`src/rtl/ssd_scan_scheduler.sv`:
```
// ssd_scan_scheduler: time-slot scan sequencer for a 4-digit multiplexed seven-segment display.
// Each digit slot is 16 PWM phases of PHASE_CYCLES clocks. Inside its slot a digit is lit
// according to per-digit enable, blink, leading-zero blanking and a 16-level brightness.
// Content and config updates arrive on a valid/ready port. They are held in a shadow register
// and committed only at a frame boundary, so a frame never mixes old and new content.
// Ports:
//   clk, rst            clock, asynchronous active-high reset
//   upd_valid_i/ready_o update handshake
//   upd_digits_i        BCD digits {d3,d2,d1,d0}, d0 = ones
//   upd_mask_i          per-digit enable (1 = may light)
//   upd_blink_i         per-digit blink enable
//   upd_bright_i        brightness 0..15 (15 = full duty, 0 = 1/16)
//   upd_lzb_i           leading-zero blanking enable
//   digit_o             BCD value of the digit in the current slot
//   an_o                anode enables, active-low, one-hot-low when lit
//   frame_start_o       1-cycle pulse coincident with the first slot-0 output cycle
module ssd_scan_scheduler #(
   parameter int unsigned PHASE_CYCLES = 3125,
   parameter int unsigned BLINK_FRAMES = 125
) (
   input  logic        clk,
   input  logic        rst,
   input  logic        upd_valid_i,
   output logic        upd_ready_o,
   input  logic [15:0] upd_digits_i,
   input  logic [3:0]  upd_mask_i,
   input  logic [3:0]  upd_blink_i,
   input  logic [3:0]  upd_bright_i,
   input  logic        upd_lzb_i,
   output logic [3:0]  digit_o,
   output logic [3:0]  an_o,
   output logic        frame_start_o
);

   localparam int unsigned PH_W = (PHASE_CYCLES > 1) ? $clog2(PHASE_CYCLES) : 1;
   localparam int unsigned BL_W = (BLINK_FRAMES > 1) ? $clog2(BLINK_FRAMES) : 1;
   localparam logic [PH_W-1:0] PH_LAST = PH_W'(PHASE_CYCLES - 1);
   localparam logic [BL_W-1:0] BL_LAST = BL_W'(BLINK_FRAMES - 1);

   typedef struct packed {
      logic [15:0] digits;
      logic [3:0]  mask;
      logic [3:0]  blink;
      logic [3:0]  bright;
      logic        lzb;
   } cfg_t;

   localparam cfg_t CFG_RESET = '{digits: 16'h0000, mask: 4'hF, blink: 4'h0,
                                  bright: 4'hF, lzb: 1'b0};

   typedef enum logic {ST_EMPTY, ST_PENDING} upd_state_e;

   logic [PH_W-1:0] phase_cnt_q;
   logic [3:0]      phase_idx_q;
   logic [1:0]      slot_q;
   logic [BL_W-1:0] blink_cnt_q;
   logic            blink_ph_q;
   logic            phase_wrap, slot_adv, frame_bnd;

   upd_state_e      state_q, state_d;
   cfg_t            shadow_q, shadow_d;
   cfg_t            active_q, active_d;
   logic            ready_q, ready_d;

   logic [3:0]      an_q, an_d;
   logic [3:0]      digit_q, digit_d;
   logic            fs_q, fs_d;
   logic [3:0]      lzb_blank;
   logic            lit;

   assign phase_wrap = (phase_cnt_q == PH_LAST);
   assign slot_adv   = phase_wrap && (phase_idx_q == 4'd15);
   assign frame_bnd  = slot_adv && (slot_q == 2'd3);

   // Scan counters: phase cycle -> PWM phase -> slot -> blink frame count
   always_ff @(posedge clk or posedge rst) begin
      if (rst) begin
         phase_cnt_q <= '0;
         phase_idx_q <= '0;
         slot_q      <= '0;
         blink_cnt_q <= '0;
         blink_ph_q  <= 1'b0;
      end else begin
         phase_cnt_q <= phase_wrap ? '0 : phase_cnt_q + PH_W'(1);
         if (phase_wrap) phase_idx_q <= phase_idx_q + 4'd1;
         if (slot_adv)   slot_q      <= slot_q + 2'd1;
         if (frame_bnd) begin
            if (blink_cnt_q == BL_LAST) begin
               blink_cnt_q <= '0;
               blink_ph_q  <= ~blink_ph_q;
            end else begin
               blink_cnt_q <= blink_cnt_q + BL_W'(1);
            end
         end
      end
   end

   // Update FSM state and config registers
   always_ff @(posedge clk or posedge rst) begin
      if (rst) begin
         state_q  <= ST_EMPTY;
         shadow_q <= '0;
         active_q <= CFG_RESET;
         ready_q  <= 1'b1;
      end else begin
         state_q  <= state_d;
         shadow_q <= shadow_d;
         active_q <= active_d;
         ready_q  <= ready_d;
      end
   end

   // Update FSM next state: capture into shadow, commit to active at frame boundary
   always_comb begin
      state_d  = state_q;
      shadow_d = shadow_q;
      active_d = active_q;
      ready_d  = 1'b0;
      case (state_q)
         ST_EMPTY: begin
            if (upd_valid_i && ready_q) begin
               state_d  = ST_PENDING;
               shadow_d = '{digits: upd_digits_i, mask: upd_mask_i, blink: upd_blink_i,
                            bright: upd_bright_i, lzb: upd_lzb_i};
            end
         end
         ST_PENDING: begin
            if (frame_bnd) begin
               state_d  = ST_EMPTY;
               active_d = shadow_q;
            end
         end
         default: state_d = ST_EMPTY;
      endcase
      ready_d = (state_d == ST_EMPTY);
   end

   // A digit is leading-zero blanked when it and every more significant digit are zero
   always_comb begin
      lzb_blank    = 4'b0000;
      lzb_blank[3] = active_q.lzb && (active_q.digits[15:12] == 4'd0);
      lzb_blank[2] = lzb_blank[3] && (active_q.digits[11:8] == 4'd0);
      lzb_blank[1] = lzb_blank[2] && (active_q.digits[7:4]  == 4'd0);
   end

   // Display outputs, computed from the current counter state and registered
   always_comb begin
      lit     = active_q.mask[slot_q]
                && !(active_q.blink[slot_q] && blink_ph_q)
                && !lzb_blank[slot_q]
                && (phase_idx_q <= active_q.bright);
      an_d    = lit ? ~(4'b0001 << slot_q) : 4'b1111;
      digit_d = active_q.digits[{slot_q, 2'b00} +: 4];
      fs_d    = (slot_q == 2'd0) && (phase_idx_q == 4'd0) && (phase_cnt_q == '0);
   end

   always_ff @(posedge clk or posedge rst) begin
      if (rst) begin
         an_q    <= 4'b1111;
         digit_q <= 4'd0;
         fs_q    <= 1'b0;
      end else begin
         an_q    <= an_d;
         digit_q <= digit_d;
         fs_q    <= fs_d;
      end
   end

   assign an_o          = an_q;
   assign digit_o       = digit_q;
   assign frame_start_o = fs_q;
   assign upd_ready_o   = ready_q;

endmodule
```
`config.mk`:
```
export PLATFORM = sky130hd
export DESIGN_NAME = ssd_scan_scheduler
export DESIGN_NICKNAME = d
export VERILOG_FILES = /design/src/rtl/ssd_scan_scheduler.sv
export SDC_FILE = /design/constraint.sdc
export NUM_CORES = 1
export LEC_CHECK = 0
export CAP_MARGIN = 15
export CORE_ASPECT_RATIO = 2
export CORE_UTILIZATION = 35
export CTS_BUF_LIST = sky130_fd_sc_hd__clkbuf_4 sky130_fd_sc_hd__clkbuf_8
export DETAILED_ROUTE_END_ITERATION = 12
export PLACE_DENSITY = 0.52
export SKIP_CTS_REPAIR_TIMING = 1
export SYNTH_ARGS = -nofsm -noshare
export SYNTH_HDL_FRONTEND = slang
export SYNTH_SLANG_ARGS = --single-unit
```
`constraint.sdc`:
```
create_clock -name clk -period 3.85 [get_ports clk]
set_input_delay 0.9625 -clock clk [delete_from_list [all_inputs] [get_ports clk]]
set_output_delay 0.9625 -clock clk [all_outputs]
set_load 0.005 [all_outputs]
```
; After elaboration in Yosys (flattened, before gate mapping)
; Index checks and enable logic that the tools add are counted.
[totals]
ff_bits = 95
inputBits = 32
output_inout_bits = 10
[op_classes]
add_sub_neg = 4
order_cmp = 2
eq_ne = 4
shifts = 2
muxes = 12
bitwise = 4
n_reduce_logical = 23
[ops]
columns = operator, count
row1 = zero test 4 bit, 4
row2 = indexed part select 16 x 5 -> 4 bit, 1
row3 = adder 12 x 1 -> 12 bit (second input constant), 1
row4 = == test 12 bit (second input constant), 1
row5 = logical AND 1 bit, 12
row6 = zero test 12 bit, 1
row7 = two-way mux 12 bit, 1
row8 = adder 7 x 1 -> 7 bit (second input constant), 1
row9 = == test 7 bit (second input constant), 1
row10 = two-way mux 7 bit, 1
row11 = binary-select mux 1 bit (select 2 bit), 3
row12 = AND reduction 2 bit, 3
row13 = two-way mux 1 bit, 5
row14 = adder 4 x 1 -> 4 bit (second input constant), 1
row15 = == test 4 bit (second input constant), 1
row16 = <= comparator 4 bit, 1
row17 = two-way mux 4 bit, 1
row18 = NOT 4 bit, 1
row19 = << shifter 1 x 2 -> 4 bit (first input constant), 1
row20 = < comparator 2 x 3 -> 1 bit (second input constant), 1
row21 = NOT 1 bit, 3
row22 = adder 2 x 1 -> 2 bit (second input constant), 1
row23 = == test 2 bit (second input constant), 1
row24 = zero test 1 bit, 2
row25 = 2 further kinds, 2

; Depth between registers and ports, before layout
; Gate-level depths: netlist (run 1).
[depth]
depth_word = 10
mapped_depth = 9
ltp_nobuf = 6

; Least setup slack after synthesis (run 1)
; Ideal clock, no wire load.
[synth_path]
path_kind = input port to flip-flop
from = input port upd_valid_i
to = register shadow_q[0] (netlist bit)
setup_ns = 0.125
t_arrival_ns = 1.791
path_slack_ns = 1.934
path_stages = 3
path_buffers = 1
cell_sequence = nand3b_1 buf_1 mux2_2
[synth_between]
elab_chain_len = 2
[synth_lines]
columns = item, line_no
row1 = "start, declared", 23  ; input logic upd_valid_i,
row2 = logical AND 1 bit, 121  ; if (upd_valid_i && ready_q) begin
row3 = AND reduction 2 bit (no source line), --
row4 = "end signal, assigned", 107  ; shadow_q <= shadow_d;
row5 = "end, declared", 61  ; cfg_t shadow_q, shadow_d;
; No other way between the ends.
; A chain may end at the register's enable or synchronous reset.

; Worst setup path after layout (run 1)
[layout_path]
from = register phase_cnt_q[0]
to = register active_q[8] (netlist bit)
[layout_between]
elab_chain_len = 4
[layout_lines]
columns = item, line_no
row1 = "start, declared", 53  ; logic [PH_W-1:0] phase_cnt_q;
row2 = "start signal, assigned", 84  ; phase_cnt_q <= phase_wrap ? '0 : phase_cnt_q + PH_W'(1);
row3 = == test 12 bit, 71  ; assign phase_wrap = (phase_cnt_q == PH_LAST);
row4 = logical AND 1 bit, 72  ; assign slot_adv = phase_wrap && (phase_idx_q == 4'd15);
row5 = logical AND 1 bit, 73  ; assign frame_bnd = slot_adv && (slot_q == 2'd3);
row6 = AND reduction 2 bit (no source line), --
row7 = "end signal, assigned", 108  ; active_q <= active_d;
row8 = "end, declared", 62  ; cfg_t active_q, active_d;
; No other way between the ends.

==> results.py, run 1 <==
metrics = {
    "critical_path": {
        "crit_path_start_kind": "flip-flop",
        "cp_data_arrival_time_ns": 2.61,
        "cp-end-kind": "flip-flop",
        "reg2reg_from": "phase_cnt_q[0]$_DFF_PP0_",
        "reg2reg_slack_ns": 1.49,
        "max_stage_delay_ns": 0.44,
        "slowest_stage": "mux2_4",
        "path_buf_inv": 2,
        "cp_top_family": "simple AND/OR/NAND/NOR gates",
        "path_max_fanout": 29,
        "path_cells": "inv_1 > ha_1 > nor4b_4 > and4_1 > buf_4 > nand3_4 > mux2_4",
        "critPathRequiredTime_ns": 4.10,
        "cp-startpoint": "phase_cnt_q[0]$_DFF_PP0_",
        "path_class": "flip-flop to flip-flop",
    },
    "sta": {
        "finalCritPeriodShare_pct": 61.2,
        "slew_violations": 0,
        "relSlewSlack_pct": 43.8,
        "whs_ns": 0.508,
        "hold_viol_final": 0,
        "setup_violations": 0,
        "fin_crit_ns": 2.36,
        "worst-slew-pin-transition_ns": 0.844,
        "fin_tns_setup_ns": 0,
        "timing.final.ws_setup_ns": 1.49,
        "skew_ns": 0.00678,
        "fmax_ghz": 0.424,
        "grt_setup_unrepaired": "no",
    },
    "routing": {
        "via_per_inst": 5.09,
        "drtAntennaViolNets": 0,
        "drt-initial-drc-count": 77,
        "dr.pass1.iters": 6,
        "routed_wl_um": 8120,
        "wl_per_cell_um": 16.3,
        "drc_errors": 0,
        "num_vias": 2531,
    },
    "clock_network": {
        "cts_max_path_buffers": 2,
        "htree_levels": 3,
        "clk_latency_ns": 0.36,
        "cts_tree": "built",
        "numCtsBuffers": 9,
        "cts_root_buf": "clkbuf_8",
        "path_clk_slew_ns": 0.09,
        "clkSinkCount": 95,
    },
    "cells_and_area": {
        "nets": 393,
        "area.growth.synth_to_final_pct": 18.6,
        "stdcell_count": 497,
        "final_common_cell": "dfrtp_1",
        "final_cell_mix": "dfrtp_1, mux2_2, clkdlybuf4s50_1",
        "insertedDiodeCount": 0,
        "drive_above_1_share_pct": 28.7,
    },
    "synth": {
        "syn-mean-instance-area_um2": 13.8,
        "syn_area_um2": 4210,
        "synth_ff_type": "dfrtp_1",
        "ys_warn_count": 0,
        "synth.distinct_cells": 37,
        "synthArstFlopShare_pct": 100,
        "yosys-top-cells-area": "dfrtp_1, mux2_2, dfstp_2",
        "yosysTopAreaCellShare_pct": 48.8,
        "synth_top_area_cell": "dfrtp_1",
        "synthCells": 304,
        "ys_seq_area_share_pct": 56.9,
        "ys_ff_latch": 95,
        "synth_edf_count": 0,
        "syn_nets": 350,
    },
    "floorplan": {
        "die-area_um2": 12500,
        "initial_core_util_pct": 36.0,
        "rows": 56,
        "die_x_um": 79.5,
        "core-area_um2": 11700,
        "die_h_um": 157,
        "io_pins": 42,
    },
    "outcome": {
        "status": "completed",
    },
    "pwr": {
        "p_per_area_nw_per_um2": 356,
        "ir_drop_mv": 0.206,
        "p_leak_nw": 2.27,
        "power_mw": 1.78,
    },
    "global_route": {
        "grt.total_usage_pct": 14.7,
        "grt_pass1_vias": 2750,
        "grt_max_degree": 49,
        "met1_usage_pct": 15.9,
        "gr-max-usage-layer": "met2",
        "grt_antenna_before_repair": 0,
        "gr-total-overflow": 0,
        "gr-usage-met3_pct": 2.96,
        "use_met2_pct": 26.4,
        "grt_first_pass_wirelength_um": 13600,
    },
    "place": {
        "place_congestion": 0.735,
        "place_ws_ns": 1.49,
        "dp.cells": 481,
        "dp.final_hpwl_um": 5820,
        "io_buffer_count": 41,
    },
    "flow_run": {
        "cap_violations": 0,
    },
    "hold_path": {
        "hp-class": "flip-flop to flip-flop",
        "hold_start": "shadow_q[24]$_DFFE_PP0P_",
    },
}
final timing paths:
kind,endpoint,cells past startpoint
worst min register to register,shadow_q[24]$_DFFE_PP0P_,1
worst min-delay path,shadow_q[24]$_DFFE_PP0P_,1
worst max-delay path,active_q[8]$_DFFE_PP0P_,7
max in group asynchronous,active_q[9]$_DFFE_PP1P_,3
min in group asynchronous,shadow_q[28]$_DFFE_PP0P_,2
worst max register to register,active_q[8]$_DFFE_PP0P_,7
where the power goes:
group / internal [mW] / switching, mW
sequential: 0.998 / 0
combinational: 0.0297 / 0.0239
clock: 0.368 / 0.357
total: 1.40 / 0.381
cells in the mapped netlist, types with 2 or more instances:
cell type	n
buf_1	4
ha_1	14
dfrtp_1	82
xor2_1	3
a211o_1	2
mux2i_1	2
xnor2_1	11
nor2_1	10
mux2_4	10
clkbuf_1	3
and4_1	6
mux4_2	5
nand3_1	12
dfstp_2	13
nor3_1	2
a31oi_1	2
o31ai_1	3
o21ai_0	10
nand2_1	8
nand3b_1	2
and2_1	3
buf_2	2
nor4_1	4
and3_1	3
inv_1	13
nand4_1	12
buf_6	2
mux2_2	51
a32o_1	2
layout make-up:
class | count | area (um^2)
fillers | 1102 | 6710
flip-flops and latches | 95 | 2390
multi-input cells | 184 | 1700
repair buffers | 44 | 445
well taps | 145 | 181
clock buffers | 9 | 124
clock inverters | 7 | 95.1
inverters | 13 | 50.0
logic make-up after synthesis:
| logic type | after synthesis | synth area share [%] |
|---|---|---|
| buffers and inverters | 25 | 2.74 |
| AO/OA/AOI/OAI | 23 | 3.66 |
| XOR/XNOR | 14 | 2.91 |
| multiplexers | 68 | 20.4 |
| flip-flops | 95 | 56.9 |
| AND/OR/NAND/NOR | 65 | 9.28 |
| adder cells (fa/ha/maj) | 14 | 4.16 |
per-layer routing:
layer / wire [um] / up-vias
met5: 0 / -
met1: 3120 / 1289
met3: 152 / 12
met4: 199 / 0
li1: - / 1188
met2: 4650 / 42
flip-flops by register name, summed over array words and instances (netlist names):
signal,count
slot_q,2
phase_idx_q,4
upd_ready_o,1
blink_ph_q,1
an_o,4
digit_o,4
frame_start_o,1
phase_cnt_q,12
blink_cnt_q,7
active_q,29
shadow_q,29
state_q,1
stage by stage:
stage | area, um^2 | util (%)
final | 4990 | 42.6
after global routing | 4990 | 42.6
after CTS | 4990 | 42.6
after detailed placement | 4770 | 40.8
after global placement | 4770 | 40.8
after floorplan | 4210 | -
No activity file was read; power rests on OpenSTA's default activity.
==> inputs of run 2 (changes only) <==
- PLACE_DENSITY: 0.52 -> 0.54
- clock period: 3.85 -> 2 ns (I/O delays scaled with it)
==> run 2 against run 1 <==
Net effect: register-to-register slack worse by 1.3 ns; global-route usage up 0.51 points; final cell count increased by 2.6%; clock power grew 94%; sequential power rose by 92%; clock skew increased by 0.0047 ns; flip-flop and latch count is the same; count of clock-buffer cells in the layout is 2 higher; routed wire length grew 3.3%; hold slack worse by 0.071 ns; critical path type is now flip-flop to primary output; utilization rose by 1.3 points.
==> results.py, run 2 (synthesis results as in run 1) <==
metrics = {
    "outcome": {
        "status": "completed",
    },
    "floorplan": {
        "rows": 56,
        "die_h_um": 157,
        "initial_core_util_pct": 36.0,
        "die-area_um2": 12500,
        "core-area_um2": 11700,
        "io_pins": 42,
        "die_x_um": 79.5,
    },
    "clock_network": {
        "clkSinkCount": 95,
        "htree_levels": 3,
        "cts_tree": "built",
        "clk_latency_ns": 0.36,
        "cts_max_path_buffers": 2,
        "path_clk_slew_ns": 0.09,
        "cts_root_buf": "clkbuf_8",
        "numCtsBuffers": 9,
    },
    "place": {
        "dp.final_hpwl_um": 6260,
        "place_congestion": 0.701,
        "dp.cells": 494,
        "io_buffer_count": 41,
        "dpl_cell_area_um2": 4920,
    },
    "routing": {
        "num_vias": 2582,
        "drtAntennaViolNets": 0,
        "wl_per_cell_um": 16.5,
        "dr.pass1.iters": 4,
        "drc_errors": 0,
        "routed_wl_um": 8390,
        "via_per_inst": 5.06,
        "drt-initial-drc-count": 102,
    },
    "sta": {
        "hold_viol_final": 0,
        "skew_ns": 0.0114,
        "setup_violations": 0,
        "relSlewSlack_pct": 71.0,
        "grt_setup_unrepaired": "no",
        "whs_ns": 0.437,
        "fin_crit_ns": 1.90,
        "finalCritPeriodShare_pct": 94.9,
        "worst-slew-pin-transition_ns": 0.434,
        "fmax_ghz": 0.527,
        "slew_violations": 0,
        "fin_tns_setup_ns": 0,
    },
    "critical_path": {
        "cp_data_arrival_time_ns": 1.40,
        "critPathRequiredTime_ns": 1.50,
        "path_class": "flip-flop to primary output",
        "path_max_fanout": 1,
        "slowest_stage": "dfstp_2",
        "path_cells": "clkdlybuf4s50_1",
        "cp-end-kind": "primary output",
        "path_buf_inv": 1,
        "max_stage_delay_ns": 0.54,
        "crit_path_start_kind": "flip-flop",
        "cp_top_family": "flip-flops",
    },
    "global_route": {
        "grt_antenna_before_repair": 0,
        "grt_first_pass_wirelength_um": 14000,
        "grt.total_usage_pct": 15.2,
        "gr-total-overflow": 0,
        "grt_max_degree": 37,
        "grt_pass1_vias": 2703,
    },
    "pwr": {
        "p_leak_nw": 2.35,
        "ir_drop_mv": 0.428,
        "p_per_area_nw_per_um2": 669,
    },
    "cells_and_area": {
        "drive_above_1_share_pct": 31.5,
        "fin_util_pct": 44.0,
        "top_regs": "active_q (29), shadow_q (29), phase_cnt_q (12)",
        "insertedDiodeCount": 0,
        "stdcell_count": 510,
        "nets": 406,
        "fin_area_um2": 5140,
        "final_cell_mix": "dfrtp_1, mux2_2, clkdlybuf4s50_1",
        "final_common_cell": "dfrtp_1",
        "area.growth.synth_to_final_pct": 22.3,
    },
    "hold_path": {
        "hp-class": "primary input to async pin",
    },
    "flow_run": {
        "cap_violations": 0,
    },
}
-- run 2: cell types whose count changed in the layout (fill, tap and decap cells not counted), sizes merged --
cell,before,now
buf,3,16
inv,14,13
clkbuf,9,11
clkinv,3,2
-- run 2: final timing paths --
path / start / to / slack [ns] / cells past startpoint
worst max-delay path: an_o[2]$_DFF_PP1_ / an_o[2] / 0.10 / 1
min in group clk: shadow_q[23]$_DFFE_PP0P_ / active_q[23]$_DFFE_PP0P_ / 0.51 / 1
worst min-delay path: rst / shadow_q[4]$_DFFE_PP0P_ / 0.44 / 2
max in group asynchronous: rst / shadow_q[14]$_DFFE_PP0P_ / 0.97 / 4
worst max register to register: phase_cnt_q[1]$_DFF_PP0_ / active_q[28]$_DFFE_PP0P_ / 0.15 / 7
worst min register to register: shadow_q[23]$_DFFE_PP0P_ / active_q[23]$_DFFE_PP0P_ / 0.51 / 1
-- run 2: routing by layer --
metal / track usage (%) / routed length (um) / vias up / part of all wire [%]
li1: - / - / 1210 / -
met1: 16.3 / 3080 / 1316 / 37
met2: 27.9 / 4910 / 43 / 59
met3: 3.25 / 238 / 13 / 2.8
met4: 6.23 / 165 / 0 / 2.0
met5: 0 / 0 / - / 0
-- run 2: final cells by class --
type	count	area, um^2
clock buffer	11	145
sequential	95	2390
inverter	13	52.6
multi-input combinational	184	1700
tap	145	181
clock inverter	5	78.8
fill	1092	6560
timing repair buffer	57	593
-- run 2: through the flow --
stage	setup WS (ns)	total power [mW]
after floorplan	0.0910	1.99
after CTS	0.0753	3.50
after detailed placement	0.124	2.08
after global placement	0.149	2.08
after global routing	0.0404	3.59
final	0.103	3.44
-- run 2: power breakdown --
| group | total [mW] | switching [mW] | internal (mW) |
|---|---|---|---|
| logic | 0.115 | 0.0487 | 0.0661 |
| registers | 1.92 | 0 | 1.92 |
| clock network | 1.41 | 0.655 | 0.753 |
==> patch 1 (flow settings as in run 1) <==
Remove the register `an_q`: a continuous assignment takes its place, so the output `an_o` follows one clock earlier.
--- a/src/rtl/ssd_scan_scheduler.sv
+++ b/src/rtl/ssd_scan_scheduler.sv
@@ -158,3 +158,2 @@
       if (rst) begin
-         an_q    <= 4'b1111;
          digit_q <= 4'd0;
@@ -162,3 +161,2 @@
       end else begin
-         an_q    <= an_d;
          digit_q <= digit_d;
@@ -167,2 +165,4 @@
    end
+
+   assign an_q = an_d;
 
Check against the original RTL: not equivalent (Yosys sat finds a counterexample within 4 cycles, from zero or initial values and one cycle with rst high).
==> patch 1 against run 1 <==
- clock skew increased by 0.0089 ns
- sequential power decreased by 4.3%
- sequential cell count decreased by 4
- first-iteration DRC count increased by 34%
- core utilization increased by 0.14 points
- setup slack got worse by 1.0 ns
- hold slack got worse by 0.0012 ns
- routed wire length decreased by 1.6%
- global-route usage increased by 0.080 points
- via count decreased by 3.9%
- design area decreased by 2.6%
- total power decreased by 6.2%
- area after synthesis decreased by 2.5%
- critical endpoint is now an_o[3]
- largest cell class unchanged
==> patch 1: results (changes against run 1) <==
Outcome - finished, final reports clean (unchanged)
Multiplexer area fraction after synthesis - 20.7% (was 20.4%)
Top sig layer - met4 (unchanged)
Async set or reset register ratio after synthesis - 100% (unchanged)
CTS Buf Count - 9 (unchanged)
Initial antenna violation count - 0 (unchanged)
M1 GR Usage - 16.5% (was 15.9%)
Grt total ovfl - 0 (unchanged)
Yosys cell types - 38 (was 37)
Root Buffer - clkbuf_8 (unchanged)
Synth cell count leaders - dfrtp_1 (82), mux2_2 (51), ha_1 (14), inv_1 (13) (was dfrtp_1 (82), mux2_2 (51), ha_1 (14), dfstp_2 (13), inv_1 (13))
Layout cells sized above 1 - 27.9% (was 28.7%)
Largest registers - active_q: 29 flops, shadow_q: 29 flops, phase_cnt_q: 12 flops (unchanged)
CP arrival - 2.44 ns (was 2.61 ns)
Total GRT Usage - 14.8% (was 14.7%)
Worst skew pair latency - 0.37 ns
Vias in the first global route - 2601 (was 2750)
Dominant cells by area after synthesis - dfrtp_1 (50%), mux2_2 (14%), dfstp_2 (5.8%) (was dfrtp_1 (49%), mux2_2 (14%), dfstp_2 (8.1%))
Met2 GRT Util - 26.2% (was 26.4%)
Critical path fanouts, max - 13 (was 29)
Gp weighted congestion - 0.794 (was 0.735)
Max clock buf depth - 2 (unchanged)
Largest net degree at the start of global routing - 61 (was 49)
IO buf count - 41 (unchanged)
Primary FF master, synth - dfrtp_1 (unchanged)
Sequential area share after synthesis - 55.8% (was 56.9%)
Initial DRC count - 103 (was 77)
H-tree Lvls - 3 (unchanged)
CTS clk-pin slew, worst paths - 0.09 ns (about the same)
Clock power share - 39.5% (was 40.8%)
Synth warnings - 0 (unchanged)
Synth Area in Compound Gates - 4.12% (was 3.66%)
Global-route wire length before repair - 13300 µm (was 13600 µm)
Detail Placement HPWL - 5750 µm (was 5820 µm)
Final WL - 7990 µm (was 8120 µm)
M1 WL - 3180 µm (was 3120 µm)
Met2 WL - 4480 µm (was 4650 µm)
Post-Synth Adder-Cell Area - 4.27% (was 4.16%)
Detail Route met3 WL - 182 µm (was 152 µm)
Post-synthesis net count - 346 (was 350)
Int Pwr - 1290 µW (was 1400 µW)
Via/cell ratio - 4.96 (was 5.09)
Synth Area in XOR/XNOR - 2.99% (was 2.91%)
Hold WC Path Type - reg -> reg (unchanged)
Detailed-router iteration count before antenna repair - 4 (was 6)
ANT cells - 0 (unchanged)
Slew HR - 60.0% (was 43.8%)
Met3 usage - 2.70% (was 2.96%)
Comb power - 52.3 µW (was 53.6 µW)
Leak - 0.00220 µW (was 0.00227 µW)
Max IR drop VDD - 0.237 mV (was 0.206 mV)
Nets - 389 (was 393)
Worst Skew - 0.0157 ns (was 0.00678 ns)
Final setup viols - 0 (unchanged)
==> patch 1: logic make-up (layout without fill, tap and decap cells) <==
| family | after synthesis | after routing |
|---|---|---|
| AO/OA/AOI/OAI | 25 | 25 |
| XOR/XNOR | 14 | 14 |
| adder cells (fa/ha/maj) | 14 | 14 |
| buffers and inverters | 25 | 73 |
| flip-flops | 91 | 91 |
| multiplexers | 67 | 67 |
| AND/OR/NAND/NOR | 64 | 64 |
==> patch 1: area by class of cell <==
| type | count | area (µm²) |
|---|---|---|
| inverters | 13 | 50.0 |
| well taps | 142 | 178 |
| flip-flops and latches | 91 | 2290 |
| multi-input cells | 184 | 1700 |
| repair buffers | 44 | 445 |
| clock inverters | 7 | 73.8 |
| fillers | 1111 | 6500 |
| clock buffers | 9 | 124 |
==> patch 1: stage by stage <==
step / worst slack (ns) / instance area (µm²) / std cells / power (µW)
4_1_cts: 0.415 / 4860 / 490 / 1690
2_1_floorplan: 0.539 / 4100 / 300 / 988
3_5_place_dp: 0.826 / 4660 / 474 / 1030
5_1_grt: 0.291 / 4860 / 490 / 1740
3_3_place_gp: 0.907 / 4660 / 474 / 1030
6_report: 0.446 / 4860 / 490 / 1670
==> patch 1: worst max-delay path, stage by stage (launching register included) <==
cell,delay (ns)
dfrtp_1,0.69
mux4_2,0.58
o311a_1,0.19
nand4_1,0.12
clkdlybuf4s50_1,0.50
==> patch 1: worst paths after layout <==
check,slack [ns],startpoint,endpoint,cells after the start
setup / recovery,0.45,slot_q[0],an_o[3],4
hold / removal,0.51,shadow_q[12],active_q[12],1
setup reg to reg,1.48,slot_q[0],active_q[6],4
hold reg to reg,0.51,shadow_q[12],active_q[12],1
max in group asynchronous,2.13,rst,active_q[12],3
min in group asynchronous,0.95,rst,shadow_q[9],2
==> patch 2 (flow settings as in run 1) <==
Without the edit above. The parameter `PHASE_CYCLES` goes from 3125 to 1562.
--- a/src/rtl/ssd_scan_scheduler.sv
+++ b/src/rtl/ssd_scan_scheduler.sv
@@ -17,3 +17,3 @@
 module ssd_scan_scheduler #(
-   parameter int unsigned PHASE_CYCLES = 3125,
+   parameter int unsigned PHASE_CYCLES = 1562,
    parameter int unsigned BLINK_FRAMES = 125
Check against the original RTL: no difference found for any inputs over 10 cycles, from zero or initial values and one cycle with rst high; that may be too few to reach the edited logic, so the function may still have changed.
==> patch 2 against run 1 <==
- the run now ends with design-rule violations left
- count of clock-buffer cells in the layout grew 1
- area after synthesis shrank 1.2%
- total power grew 1.1%
- design area shrank 0.50%
- sequential cell count shrank 1
- routed wire length shrank 1.9%
- cell count is the same
- setup slack lost 0.0058 ns
==> patch 2: results (changes against run 1) <==
Outcome - finished with violations (was finished, final reports clean)
Failing checks - design-rule violations
Max IR drop VDD - 0.200 mV (was 0.206 mV)
FF-to-FF End - active_q[0] (was active_q[8])
Largest registers - active_q: 29 flops, shadow_q: 29 flops, phase_cnt_q: 11 flops (was active_q: 29 flops, shadow_q: 29 flops, phase_cnt_q: 12 flops)
CTS Buf Count - 9 (unchanged)
Nets - 394 (was 393)
Worst Skew - 0.00827 ns (was 0.00678 ns)
Total GRT Usage - 14.8% (was 14.7%)
Detailed-router iteration count before antenna repair - 8 (was 6)
Largest net degree at the start of global routing - 62 (was 49)
Post-synthesis net count - 350 (unchanged)
Met2 GRT Util - 26.4% (about the same)
Hold endpoint - active_q[1] (was shadow_q[24])
Vias in the first global route - 2686 (was 2750)
Via/cell ratio - 5.05 (was 5.09)
Worst R2R Start - phase_cnt_q[5] (was phase_cnt_q[0])
Hold WC Path Type - reg -> reg (unchanged)
Gp weighted congestion - 0.758 (was 0.735)
Initial DRC count - 89 (was 77)
Worst Hold Launch - shadow_q[1] (was shadow_q[24])
Layout cells sized above 1 - 29.0% (was 28.7%)
Global-route wire length before repair - 13400 µm (was 13600 µm)
Primary FF master, synth - dfrtp_1 (unchanged)
Crit path largest cell delay - 0.58 ns (was 0.44 ns)
Slowest-stage cell, CP - or4_4 (was mux2_4)
Via count - 2509 (was 2531)
Synth warnings - 0 (unchanged)
Detail Placement HPWL - 5650 µm (was 5820 µm)
M1 GR Usage - 15.8% (was 15.9%)
Dominant cells by area after synthesis - dfrtp_1 (49%), mux2_2 (14%), dfstp_2 (8.2%) (was dfrtp_1 (49%), mux2_2 (14%), dfstp_2 (8.1%))
Placed Area - 4730 µm² (was 4770 µm²)
Slew HR - 60.3% (was 43.8%)
DRC - 1 (was 0)
Final Max Slew Viols - 0 (unchanged)
R2R cell count - 6 (was 7)
Synth cell count leaders - dfrtp_1 (81), mux2_2 (51), ha_1 (15), inv_1 (14) (was dfrtp_1 (82), mux2_2 (51), ha_1 (14), dfstp_2 (13), inv_1 (13))
Syn avg cell area - 13.7 µm² (was 13.8 µm²)
Fill count - 1130 (was 1102)
R2R Setup Slk - 1.49 ns (about the same)
Yosys cell types - 39 (was 37)
Sequential area share after synthesis - 57.0% (was 56.9%)
Met3 usage - 3.33% (was 2.96%)
Wire per inst - 16.0 µm (was 16.3 µm)
Leak - 0.00227 µW (about the same)
Worst Hold Depth - 1 (unchanged)
CP arrival - 2.63 ns (was 2.61 ns)
patch 2: cell count changes after synthesis, moves of 2 or more:
cell / change
clkbuf_1: +2
nor2_1: +2
nand4_1: -3
and4_1: -4
xor2_1: +2
xnor2_1: -2
patch 2: kinds of logic (layout without fill, tap and decap cells):
kind of cell,after synthesis,in the layout,synth area share [%]
compound gates,23,23,3.70
xor+xnor,14,14,2.95
fa+ha+maj,15,15,4.52
buf+inv,26,75,2.65
flops,94,94,57.0
mux,67,67,20.4
simple gates,64,64,8.82
patch 2: worst max path at each step:
stage,startpoint,endpoint,cells past startpoint
3_3_place_gp,upd_valid_i,shadow_q[2],4
5_1_grt,phase_cnt_q[6],active_q[28],6
4_1_cts,upd_ready_o,upd_ready_o,1
3_5_place_dp,phase_cnt_q[5],active_q[28],6
2_1_floorplan,rst,active_q[0],1
6_report,phase_cnt_q[5],active_q[0],6
patch 2: routing by layer:
layer	share of wire [%]	wire length, µm
met5	0	0
met4	2.0	157
met3	2.9	231
met2	57	4540
met1	38	3040
patch 2: stage by stage:
stage	worst slack (ns)	utilization [%]	hold slack, ns	total power [µW]
floorplan	0.460	-	0.464	1020
global placement	1.50	40.7	0.480	1060
detailed placement	1.48	40.7	0.486	1060
CTS	1.46	42.7	0.509	1820
global route	1.33	42.7	0.521	1870
finish	1.49	42.7	0.508	1800
patch 2: layout make-up:
type	instances	area share, %
flip-flops and latches	94	47.7
multi-input cells	183	33.8
repair buffers	45	9.13
well taps	145	3.66
clock buffers	10	2.77
clock inverters	6	1.84
inverters	14	1.08
patch 2: where the power goes:
group | switching [µW] | leakage, µW | internal (µW) | total, µW
Clock | 367 | 0.000118 | 390 | 756
Sequential | 0 | 0.00125 | 987 | 987
Combinational | 23.3 | 0.000903 | 29.6 | 52.9
